**config.mk**
```make
export PLATFORM = sky130hd
export DESIGN_NAME = nios_sysid_regs
export DESIGN_NICKNAME = d
export VERILOG_FILES = /design/src/rtl/nios_sysid_regs.sv
export SDC_FILE = /design/constraint.sdc
export NUM_CORES = 1
export LEC_CHECK = 0
export ABC_AREA = 0
export ABC_CLOCK_PERIOD_IN_PS = 2400
export BUFFER_PORTS_ARGS = -buffer_cell sky130_fd_sc_hd__buf_2
export CAP_MARGIN = 10
export CORE_ASPECT_RATIO = 0.9
export CORE_MARGIN = 5
export CORE_UTILIZATION = 63
export CTS_CLUSTER_DIAMETER = 40
export DETAILED_ROUTE_END_ITERATION = 12
export PLACE_DENSITY_LB_ADDON = 0.08
export SKIP_LAST_GASP = 1
export SLEW_MARGIN = 20
export SYNTH_ARGS = -nofsm -noshare
export SYNTH_HDL_FRONTEND = slang
export SYNTH_SLANG_ARGS = --single-unit
```
**constraint.sdc**
```tcl
create_clock -name clock -period 2.4 [get_ports clock]
set_input_delay 0.6 -clock clock [delete_from_list [all_inputs] [get_ports clock]]
set_output_delay 0.6 -clock clock [all_outputs]
set_load 0.02 [all_outputs]
```
**src/rtl/nios_sysid_regs.sv**
```systemverilog
// rtl/nios_sysid_regs.sv - system-id slave: ID, timestamp, caps, uptime (SYSID_UPTIME_EN), scratch
module nios_sysid_regs #(
    parameter logic [31:0] ID_VALUE        = 32'h00000000,
    parameter logic [31:0] TIMESTAMP_VALUE = 32'd1461568625,
    parameter logic [15:0] VERSION         = 16'h0002,
    parameter int          ADDR_WIDTH      = 4,
    parameter int          NUM_SCRATCH     = 4,
    parameter logic [31:0] SCRATCH_RESET   = 32'h00000000
) (
    input  logic                  clock,
    input  logic                  reset_n,
    input  logic [ADDR_WIDTH-1:0] address,
    input  logic                  read,
    input  logic                  write,
    input  logic [31:0]           writedata,
    input  logic [3:0]            byteenable,
    output logic [31:0]           readdata,
    output logic                  readdatavalid
);

    localparam logic [31:0] SCR_BASE = 32'd5;

    // A read that collides with a write is dropped; the write wins.
    logic        rd_accept;
    logic [31:0] addr_ext;
    logic [31:0] scratch_rdata;
    logic [31:0] uptime_lo_rdata;
    logic [31:0] uptime_hi_rdata;
    logic        uptime_present;
    logic [31:0] caps_word;
    logic [31:0] rdata_mux;

    assign rd_accept = read & ~write;
    assign addr_ext  = 32'(address);

`ifdef SYSID_UPTIME_EN
    logic [63:0] uptime_q, uptime_d;
    logic [31:0] uptime_hi_q, uptime_hi_d;

    // Free-running counter; an UPTIME_LO read freezes the upper half for a coherent pair.
    always_comb begin
        uptime_d    = uptime_q + 64'd1;
        uptime_hi_d = uptime_hi_q;
        if (rd_accept && addr_ext == 32'd3) begin
            uptime_hi_d = uptime_q[63:32];
        end
    end

    // Counter and snapshot state.
    always_ff @(posedge clock or negedge reset_n) begin
        if (!reset_n) begin
            uptime_q    <= 64'd0;
            uptime_hi_q <= 32'd0;
        end else begin
            uptime_q    <= uptime_d;
            uptime_hi_q <= uptime_hi_d;
        end
    end

    assign uptime_lo_rdata = uptime_q[31:0];
    assign uptime_hi_rdata = uptime_hi_q;
    assign uptime_present  = 1'b1;
`else
    assign uptime_lo_rdata = 32'd0;
    assign uptime_hi_rdata = 32'd0;
    assign uptime_present  = 1'b0;
`endif

    generate
        if (NUM_SCRATCH > 0) begin : g_scratch
            logic [31:0] scratch_q [NUM_SCRATCH];
            logic [31:0] scratch_d [NUM_SCRATCH];

            // Byte-lane merge of writes into the addressed scratch word.
            always_comb begin
                for (int i = 0; i < NUM_SCRATCH; i++) begin
                    scratch_d[i] = scratch_q[i];
                    if (write && addr_ext == SCR_BASE + 32'(i)) begin
                        for (int k = 0; k < 4; k++) begin
                            if (byteenable[k]) begin
                                scratch_d[i][8*k +: 8] = writedata[8*k +: 8];
                            end
                        end
                    end
                end
            end

            // Scratch storage.
            always_ff @(posedge clock or negedge reset_n) begin
                if (!reset_n) begin
                    for (int i = 0; i < NUM_SCRATCH; i++) begin
                        scratch_q[i] <= SCRATCH_RESET;
                    end
                end else begin
                    for (int i = 0; i < NUM_SCRATCH; i++) begin
                        scratch_q[i] <= scratch_d[i];
                    end
                end
            end

            // Scratch read select; zero when the address is outside the scratch window.
            always_comb begin
                scratch_rdata = 32'd0;
                for (int i = 0; i < NUM_SCRATCH; i++) begin
                    if (addr_ext == SCR_BASE + 32'(i)) begin
                        scratch_rdata = scratch_q[i];
                    end
                end
            end
        end else begin : g_no_scratch
            assign scratch_rdata = 32'd0;
        end
    endgenerate

    assign caps_word = {VERSION, 7'd0, uptime_present, 8'(NUM_SCRATCH)};

    logic [31:0] readdata_q, readdata_d;
    logic        readdatavalid_q, readdatavalid_d;

    // Register map decode and read-data hold.
    always_comb begin
        case (addr_ext)
            32'd0:   rdata_mux = ID_VALUE;
            32'd1:   rdata_mux = TIMESTAMP_VALUE;
            32'd2:   rdata_mux = caps_word;
            32'd3:   rdata_mux = uptime_lo_rdata;
            32'd4:   rdata_mux = uptime_hi_rdata;
            default: rdata_mux = scratch_rdata;
        endcase
        readdata_d      = rd_accept ? rdata_mux : readdata_q;
        readdatavalid_d = rd_accept;
    end

    // Registered read response; reset discards any pending result.
    always_ff @(posedge clock or negedge reset_n) begin
        if (!reset_n) begin
            readdata_q      <= 32'd0;
            readdatavalid_q <= 1'b0;
        end else begin
            readdata_q      <= readdata_d;
            readdatavalid_q <= readdatavalid_d;
        end
    end

    assign readdata      = readdata_q;
    assign readdatavalid = readdatavalid_q;

endmodule
```
==> summary.txt, run 1 <==
Min path
  • HP Class: input port to async pin

Yosys
  • Register area share after synthesis: between 50% and 60%
  • Post-synth EDFFs: 0
  • Syn. warnings: 0
  • Top_reg_cell synth: dfrtp_1
  • Mapped Area: around 7300 sq um
  • Syn_nets: between 500 and 600
  • Post-synth cell types: 33
  • Flops & latches, synth: 161
  • Ys async rst share: 100%
  • Avg Synthesized Cell Area: 13.3 sq um
  • Mapped Cells: 550

Flow run
  • Total of max-cap violations: 0

Drt
  • First-pass DRT Iterations: 5
  • DR vias: 5092
  • Vias per inst: ~6.3
  • Iter 0 DRT Violations: approximately 340
  • Drt total wl: 18200 um
  • DR WL/cell: 22.7 um
  • Antenna-violating nets left: 0
  • DR DRC count: 0

Pwr
  • PD cells: 828 nW/um^2
  • Leakage power total: slightly above 4 nW
  • Maximum vdd drop: 756 uV

Layout
  • Area Overhead vs Synth: 16.7%
  • Register area: 4030 sq um
  • Ant diodes: 0
  • Multi-input logic area: between 3000 and 4000 sq um
  • Layout cell share with drive strength beyond 1: 42.2%
  • Final nets: 679
  • Fillers: 780
  • Utilization after layout: 75.0%

Worst setup path
  • Critical Path, Cell by Cell: buf_2, nor4b_4, and3_1, mux2_1
  • Crit path required time: 2.70 ns
  • WS Path Type: input port to flip-flop
  • Data arrival, critical path: 2.14 ns
  • Worst r2r src: g_scratch.scratch_q[32]$_DFFE_PN0P_
  • WP buf/inv: 1
  • Worst Reg2Reg Path Length in Cells: 3
  • FF-to-FF End: readdata[0]$_DFFE_PN0P_
  • CP max stage delay: 0.54 ns
  • Crit Path Max Fanout: 13
  • Setup slack, reg-to-reg: 1.21 ns
  • CP top delay family: simple AND/OR/NAND/NOR gates
  • Slowest CP cell: and3_1
  • Setup crit start kind: input port
  • CP endpoint kind: flip-flop

Global routing
  • First-pass GRT wire length: between 20000 and 30000 um
  • Antenna violations before repair: 1
  • Pin count of the biggest net entering global routing: 62
  • Tot GR Track Use: 28.0%
  • Vias in the first global route: 5485
  • Gr ovfl total: 0

Timing
  • Setup_tns: 0 ns
  • Max Fclk: approximately 0.54 GHz
  • Worst-Margin Slew: 1.09 ns
  • Relative slew slack: 27.4%
  • Tcrit/Tclk final: 76.7%
  • Max Slew Vio Count: 0
  • Hold Fails Final Rpt: 0
  • Worst Clk Skew: 0.00478 ns
  • Post-route minimum period: 1.84 ns
  • Unrepaired setup endpoints after global routing: false
  • Final setup violation count: 0

CTS
  • Worst-path clk slew: 0.06 ns
  • CTS Hold Bufs: 0
  • H-tree depth: 4
  • Clk buf depth: 2
  • Post-CTS resize count: 0
  • Total CTS buffers: 17
  • Root Buffer: clkbuf_16
  • Worst skew pair latency: about 0.42 ns
  • CTS Sinks: 161
  • CTS tree: yes
  • Number of setup buffers added after CTS: 0

Floorplanning
  • Die X: 124 um
  • Die area: between 10000 and 15000 sq um
  • Core area: around 11000 sq um
  • Core Rows: 37
  • I/O pins: 77
  • Die H: 112 um
  • Initial Util: 64.2%

Placement
  • Gp weighted congestion: 0.818
  • Final HPWL DP: 12000 um
  • IO buf count: 76

Status
  • Status: finished clean
layer usage:
metal  track usage (%)  routed length, um
met1              37.1               7750
met2              45.8               9190
met3              7.36               1030
met4              7.60                235
met5                 0                  7
area by class of cell:
class / count / area share, %
clock buffer: 21 / 5.37
clock inverter: 10 / 1.56
inverter: 1 / 0.0438
multi-input combinational: 347 / 36.1
sequential: 161 / 47.0
tap: 156 / 2.28
timing repair buffer: 107 / 7.66
cell usage after synthesis (2+ instances only):
cell type  count  share of area, %
nand2b_1       2              0.17
buf_6          4              0.61
dfrtp_1      161                55
a22oi_1       32               3.3
nand3_1       19               1.3
o221ai_1      13               1.6
o2111ai_1     13               1.6
and3_1         4              0.34
buf_4          5              0.51
nand2_1       33               1.7
o2111ai_2      5               1.0
nor2_2        12               1.0
clkbuf_1      17              0.87
o21ai_0       13              0.89
mux2_2       114                17
a221oi_1      13               1.6
and3b_1       26               3.1
buf_2         13              0.89
or4_1          2              0.20
nand4b_1       4              0.48
mux2_1        33               5.1
cell families (layout without fill, tap and decap cells):
kind of cell	after synthesis	in the layout	share of synthesized area [%]
buffers and inverters	42	139	3.05
AOI/OAI and AO/OA	92	92	10.2
muxes	147	147	22.5
and+or+nand+nor	108	108	9.32
DFF	161	161	54.9
where the power goes:
part	switching [W]	total [W]	internal, W
Sequential	0.000240	0.00341	0.00317
Combinational	0.000464	0.000968	0.000504
Clock	0.00104	0.00272	0.00168
Total	0.00174	0.00710	0.00536
registers in the layout, indices dropped and copies added, names as in the netlist:
register	cells
readdata	32
readdatavalid	1
g_scratch.scratch_q	128
worst max path at each step:
stage               startpoint                                  end  slack [ns]  depth (start not counted)
detailed placement  address[0]              readdata[2]$_DFFE_PN0P_         0.1                          4
CTS                 address[3]  g_scratch.scratch_q[24]$_DFFE_PN0P_        0.60                          4
floorplan           address[0]   g_scratch.scratch_q[0]$_DFFE_PN0P_        0.49                          5
finish              address[3]  g_scratch.scratch_q[24]$_DFFE_PN0P_        0.56                          4
global route        address[1]             readdata[21]$_DFFE_PN0P_        0.51                          5
global placement    address[0]              readdata[5]$_DFFE_PN0P_        0.21                          4
placed cells by master, fill, tap and decap left out, types with 2 or more instances in the layout:
| master | n |
|---|---|
| buf_2 | 75 |
| clkinvlp_4 | 2 |
| o2111ai_2 | 5 |
| a221oi_1 | 13 |
| o221ai_1 | 13 |
| nand2_1 | 33 |
| and3b_1 | 26 |
| buf_12 | 3 |
| clkbuf_1 | 2 |
| a22oi_1 | 32 |
| or4_1 | 2 |
| clkbuf_8 | 2 |
| bufinv_16 | 3 |
| clkbuf_16 | 17 |
| dfrtp_1 | 161 |
| and3_1 | 4 |
| o21ai_0 | 13 |
| buf_4 | 28 |
| o2111ai_1 | 13 |
| mux2_2 | 114 |
| nor2_2 | 12 |
| clkinv_2 | 4 |
| nand3_1 | 19 |
| mux2_1 | 33 |
| nand4b_1 | 4 |
stage by stage:
step | setup WS, ns | instance area, sq um | hold WS, ns | total power (W) | instances
after detailed placement | 0.0980 | 7980 | 0.475 | 0.00441 | 772
after floorplan | 0.486 | 7340 | 0.304 | 0.00404 | 550
final | 0.559 | 8570 | 0.0918 | 0.00710 | 803
after global routing | 0.509 | 8570 | 0.118 | 0.00742 | 803
after global placement | 0.206 | 7980 | 0.464 | 0.00433 | 772
after CTS | 0.602 | 8570 | 0.105 | 0.00714 | 803
No activity file was read; power rests on OpenSTA's default activity.
==> run 2, diff against run 1 <==
- ABC_AREA: 0 -> 1
- ABC_CLOCK_PERIOD_IN_PS: 2400 -> 1900
- CORE_UTILIZATION: 63 -> 59
- clock period: 2.4 -> 1.9 ns (I/O delays scaled with it)
==> summary.txt, run 2 <==
Status
  • Status: finished clean

CTS
  • Root Buffer: clkbuf_16
  • CTS Sinks: 161 (unchanged)
  • CTS tree: yes
  • Post-CTS resize count: 0 (unchanged)
  • H-tree depth: 4 (unchanged)
  • Clk buf depth: 2 (unchanged)
  • Total CTS buffers: 17 (unchanged)
  • Worst-path clk slew: 0.06 ns (about the same)
  • Worst skew pair latency: 0.43 ns (about the same)

Worst setup path
  • Worst r2r src: g_scratch.scratch_q[33]$_DFFE_PN0P_
  • WS Path Type: flip-flop to output port
  • Setup crit start kind: flip-flop
  • CP Depth: 1 (-3)
  • CP endpoint kind: output port
  • Critical Path, Cell by Cell: buf_2
  • Data arrival, critical path: 1.02 ns (-1.12 ns)
  • Worst Reg2Reg Path Length in Cells: 4 (+1)
  • CP Launch Point: readdata[29]$_DFFE_PN0P_
  • CP top delay family: flip-flops
  • Crit Path Max Fanout: 2 (-11)
  • WP buf/inv: 1 (unchanged)
  • Slowest CP cell: dfrtp_1
  • CP max stage delay: 0.41 ns (-0.13 ns)
  • Crit path required time: 1.42 ns (-1.28 ns)

Layout
  • Layout cell share with drive strength beyond 1: 17.1% (-25 points)
  • Commonest non-fill, non-tap cell in the layout: nand2_1
  • Ant diodes: 0 (unchanged)
  • Most frequent cells in the layout: nand2_1 (317), dfrtp_1 (161), o21ai_0 (96)
  • Final nets: 987 (+45%)
  • Max reg flops: 128 (unchanged)
  • Top reg by flops: g_scratch.scratch_q
  • Utilization after layout: 70.5% (-4.4 points)
  • Area Overhead vs Synth: 17.6%
  • Finished Layout Cells: 1115 (+39%)

Timing
  • Max Slew Vio Count: 0 (unchanged)
  • Worst-Margin Slew: 0.400 ns (-0.686 ns)
  • Post-route minimum period: 1.49 ns
  • Tcrit/Tclk final: 78.4%
  • Unrepaired setup endpoints after global routing: false
  • Setup_tns: 0 ns (unchanged)
  • Max Fclk: 0.671 GHz
  • Hold Fails Final Rpt: 0 (unchanged)
  • Worst Clk Skew: 0.00666 ns (+0.00189 ns)
  • Relative slew slack: 73.3% (+46 points)
  • Final setup violation count: 0 (unchanged)

Min path
  • Hold Startpoint: writedata[28]
  • Worst hold stages: 3
  • HP Class: input port to flip-flop

Floorplanning
  • Initial Util: 60.0% (-4.2 points)
  • Core area: 12000 sq um (+4.8%)
  • Core Rows: 38 (+2.7%)
  • Die X: 126 um (+2.0%)
  • I/O pins: 77 (unchanged)
  • Die area: 14500 sq um (+4.1%)
  • Die H: 115 um (+2.0%)

Yosys
  • Share of the synthesized area in the top cell type: 56.1% (+1.2 points)
  • Syn. warnings: 0 (unchanged)
  • Post-synth top cells: nand2_1 (317), dfrtp_1 (161), o21ai_0 (96)
  • Area leader, netlist: dfrtp_1
  • Post-synth cell types: 20 (-39%)
  • Top-count cell post-synth: nand2_1
  • Flops & latches, synth: 161 (unchanged)
  • Largest cells by area after synthesis: dfrtp_1 (56%), nand2_1 (17%), o21ai_0 (6.7%)
  • Register area share after synthesis: 56.1% (+1.2 points)
  • Avg Synthesized Cell Area: 8.38 sq um (-37%)
  • Mapped Cells: 857 (+56%)
  • Post-synth EDFFs: 0 (unchanged)
  • Syn_nets: 901 (+52%)
  • Ys async rst share: 100% (unchanged)
  • Mapped Area: 7180 sq um (-2.1%)
  • Top_reg_cell synth: dfrtp_1

Drt
  • DR WL/cell: 16.6 um (-27%)
  • Iter 0 DRT Violations: 623 (+85%)
  • DR vias: 6124 (+20%)
  • Metal1 wirelength: 7950 um (+2.6%)
  • DR DRC count: 0 (unchanged)
  • Metal3 WL: 1650 um (+60%)
  • First-pass DRT Iterations: 6 (+1)
  • Drt total wl: 18500 um (+1.8%)
  • Uppermost layer routed: met5
  • Antenna-violating nets left: 0 (unchanged)
  • Vias per inst: 5.49 (-13%)
  • Met2 routed WL: 8660 um (-5.7%)

Placement
  • Final HPWL DP: 11700 um (-2.6%)
  • Gp weighted congestion: 0.845 (+3.3%)
  • IO buf count: 76 (unchanged)
  • Cells after DPL: 1083 (+40%)

Global routing
  • Vias in the first global route: 5905 (+7.7%)
  • Tot GR Track Use: 26.9% (-1.1 points)
  • First-pass GRT wire length: 30400 um (+2.5%)
  • Gr ovfl total: 0 (unchanged)
  • Antenna violations before repair: 1 (unchanged)
  • Pin count of the biggest net entering global routing: 54 (-13%)

Pwr
  • Maximum vdd drop: 553 uV (-27%)
  • Leakage power total: 4.56 nW (+13%)
  • PD cells: 1050 nW/um^2 (+27%)
  • Pwr Total: 0.00887 W (+25%)

Flow run
  • Total of max-cap violations: 0 (unchanged)
## run 2: cell types whose count changed after synthesis, moves of 37 or more
cell	change
o21ai_1	+37
mux2_2	-114
inv_1	+57
o21ai_0	+83
nand2_1	+284
nand3_1	+51
## run 2: final cells by class
class	count	area, sq um
clock buffer	21	470
clock inverter	10	134
fill	954	3530
inverter	59	221
multi-input combinational	595	2690
sequential	161	4030
tap	160	200
timing repair buffer	109	699
## run 2: worst reg2reg max path, delay by kind of cell, from the launching register on
kind | cells | cell delay (ns)
DFF | 1 | 0.39
AOI/OAI and AO/OA | 1 | 0.29
and+or+nand+nor | 3 | 0.21
## run 2: cells by family after synthesis
family	share of synthesized area (%)
AND/OR/NAND/NOR	27.2
AO/OA/AOI/OAI	10.2
flip-flops	56.1
buffers and inverters	6.53
## run 2: stage by stage
step	hold slack, ns	setup slack [ns]	cell area [sq um]
5_1_grt	0.345	0.378	8450
2_1_floorplan	0.179	0.401	7180
3_5_place_dp	0.388	0.117	7830
4_1_cts	0.322	0.391	8450
3_3_place_gp	0.389	0.165	7830
6_report	0.332	0.410	8450
## run 2: per-layer routing
| layer | up-vias | GRT usage, % |
|---|---|---|
| met3 | 23 | 6.34 |
| met1 | 2891 | 37.4 |
| met2 | 269 | 42.3 |
| li1 | 2939 | - |
| met5 | - | 0 |
| met4 | 2 | 8.93 |
## run 2: worst paths after layout
| kind | to | slack, ns |
|---|---|---|
| max in group asynchronous | readdata[18]$_DFFE_PN0P_ | 0.72 |
| min | g_scratch.scratch_q[28]$_DFFE_PN0P_ | 0.33 |
| max | readdata[29] | 0.41 |
| max reg2reg | readdata[1]$_DFFE_PN0P_ | 0.89 |
| min reg2reg | readdata[8]$_DFFE_PN0P_ | 0.48 |
| min in group asynchronous | g_scratch.scratch_q[96]$_DFFE_PN0P_ | 0.51 |
## run 2: report_power, final
group          switching (W)  internal [W]  leakage [nW]
Combinational       0.000666      0.000408          2.15
Sequential          0.000309       0.00398          2.11
Clock                0.00135       0.00216         0.295
Total                0.00233       0.00655          4.56
## run 2: repair_timing
action	CTS	global route
hold buffers	1	0
buffers inserted	0	0
hold endpoints to repair	30	0
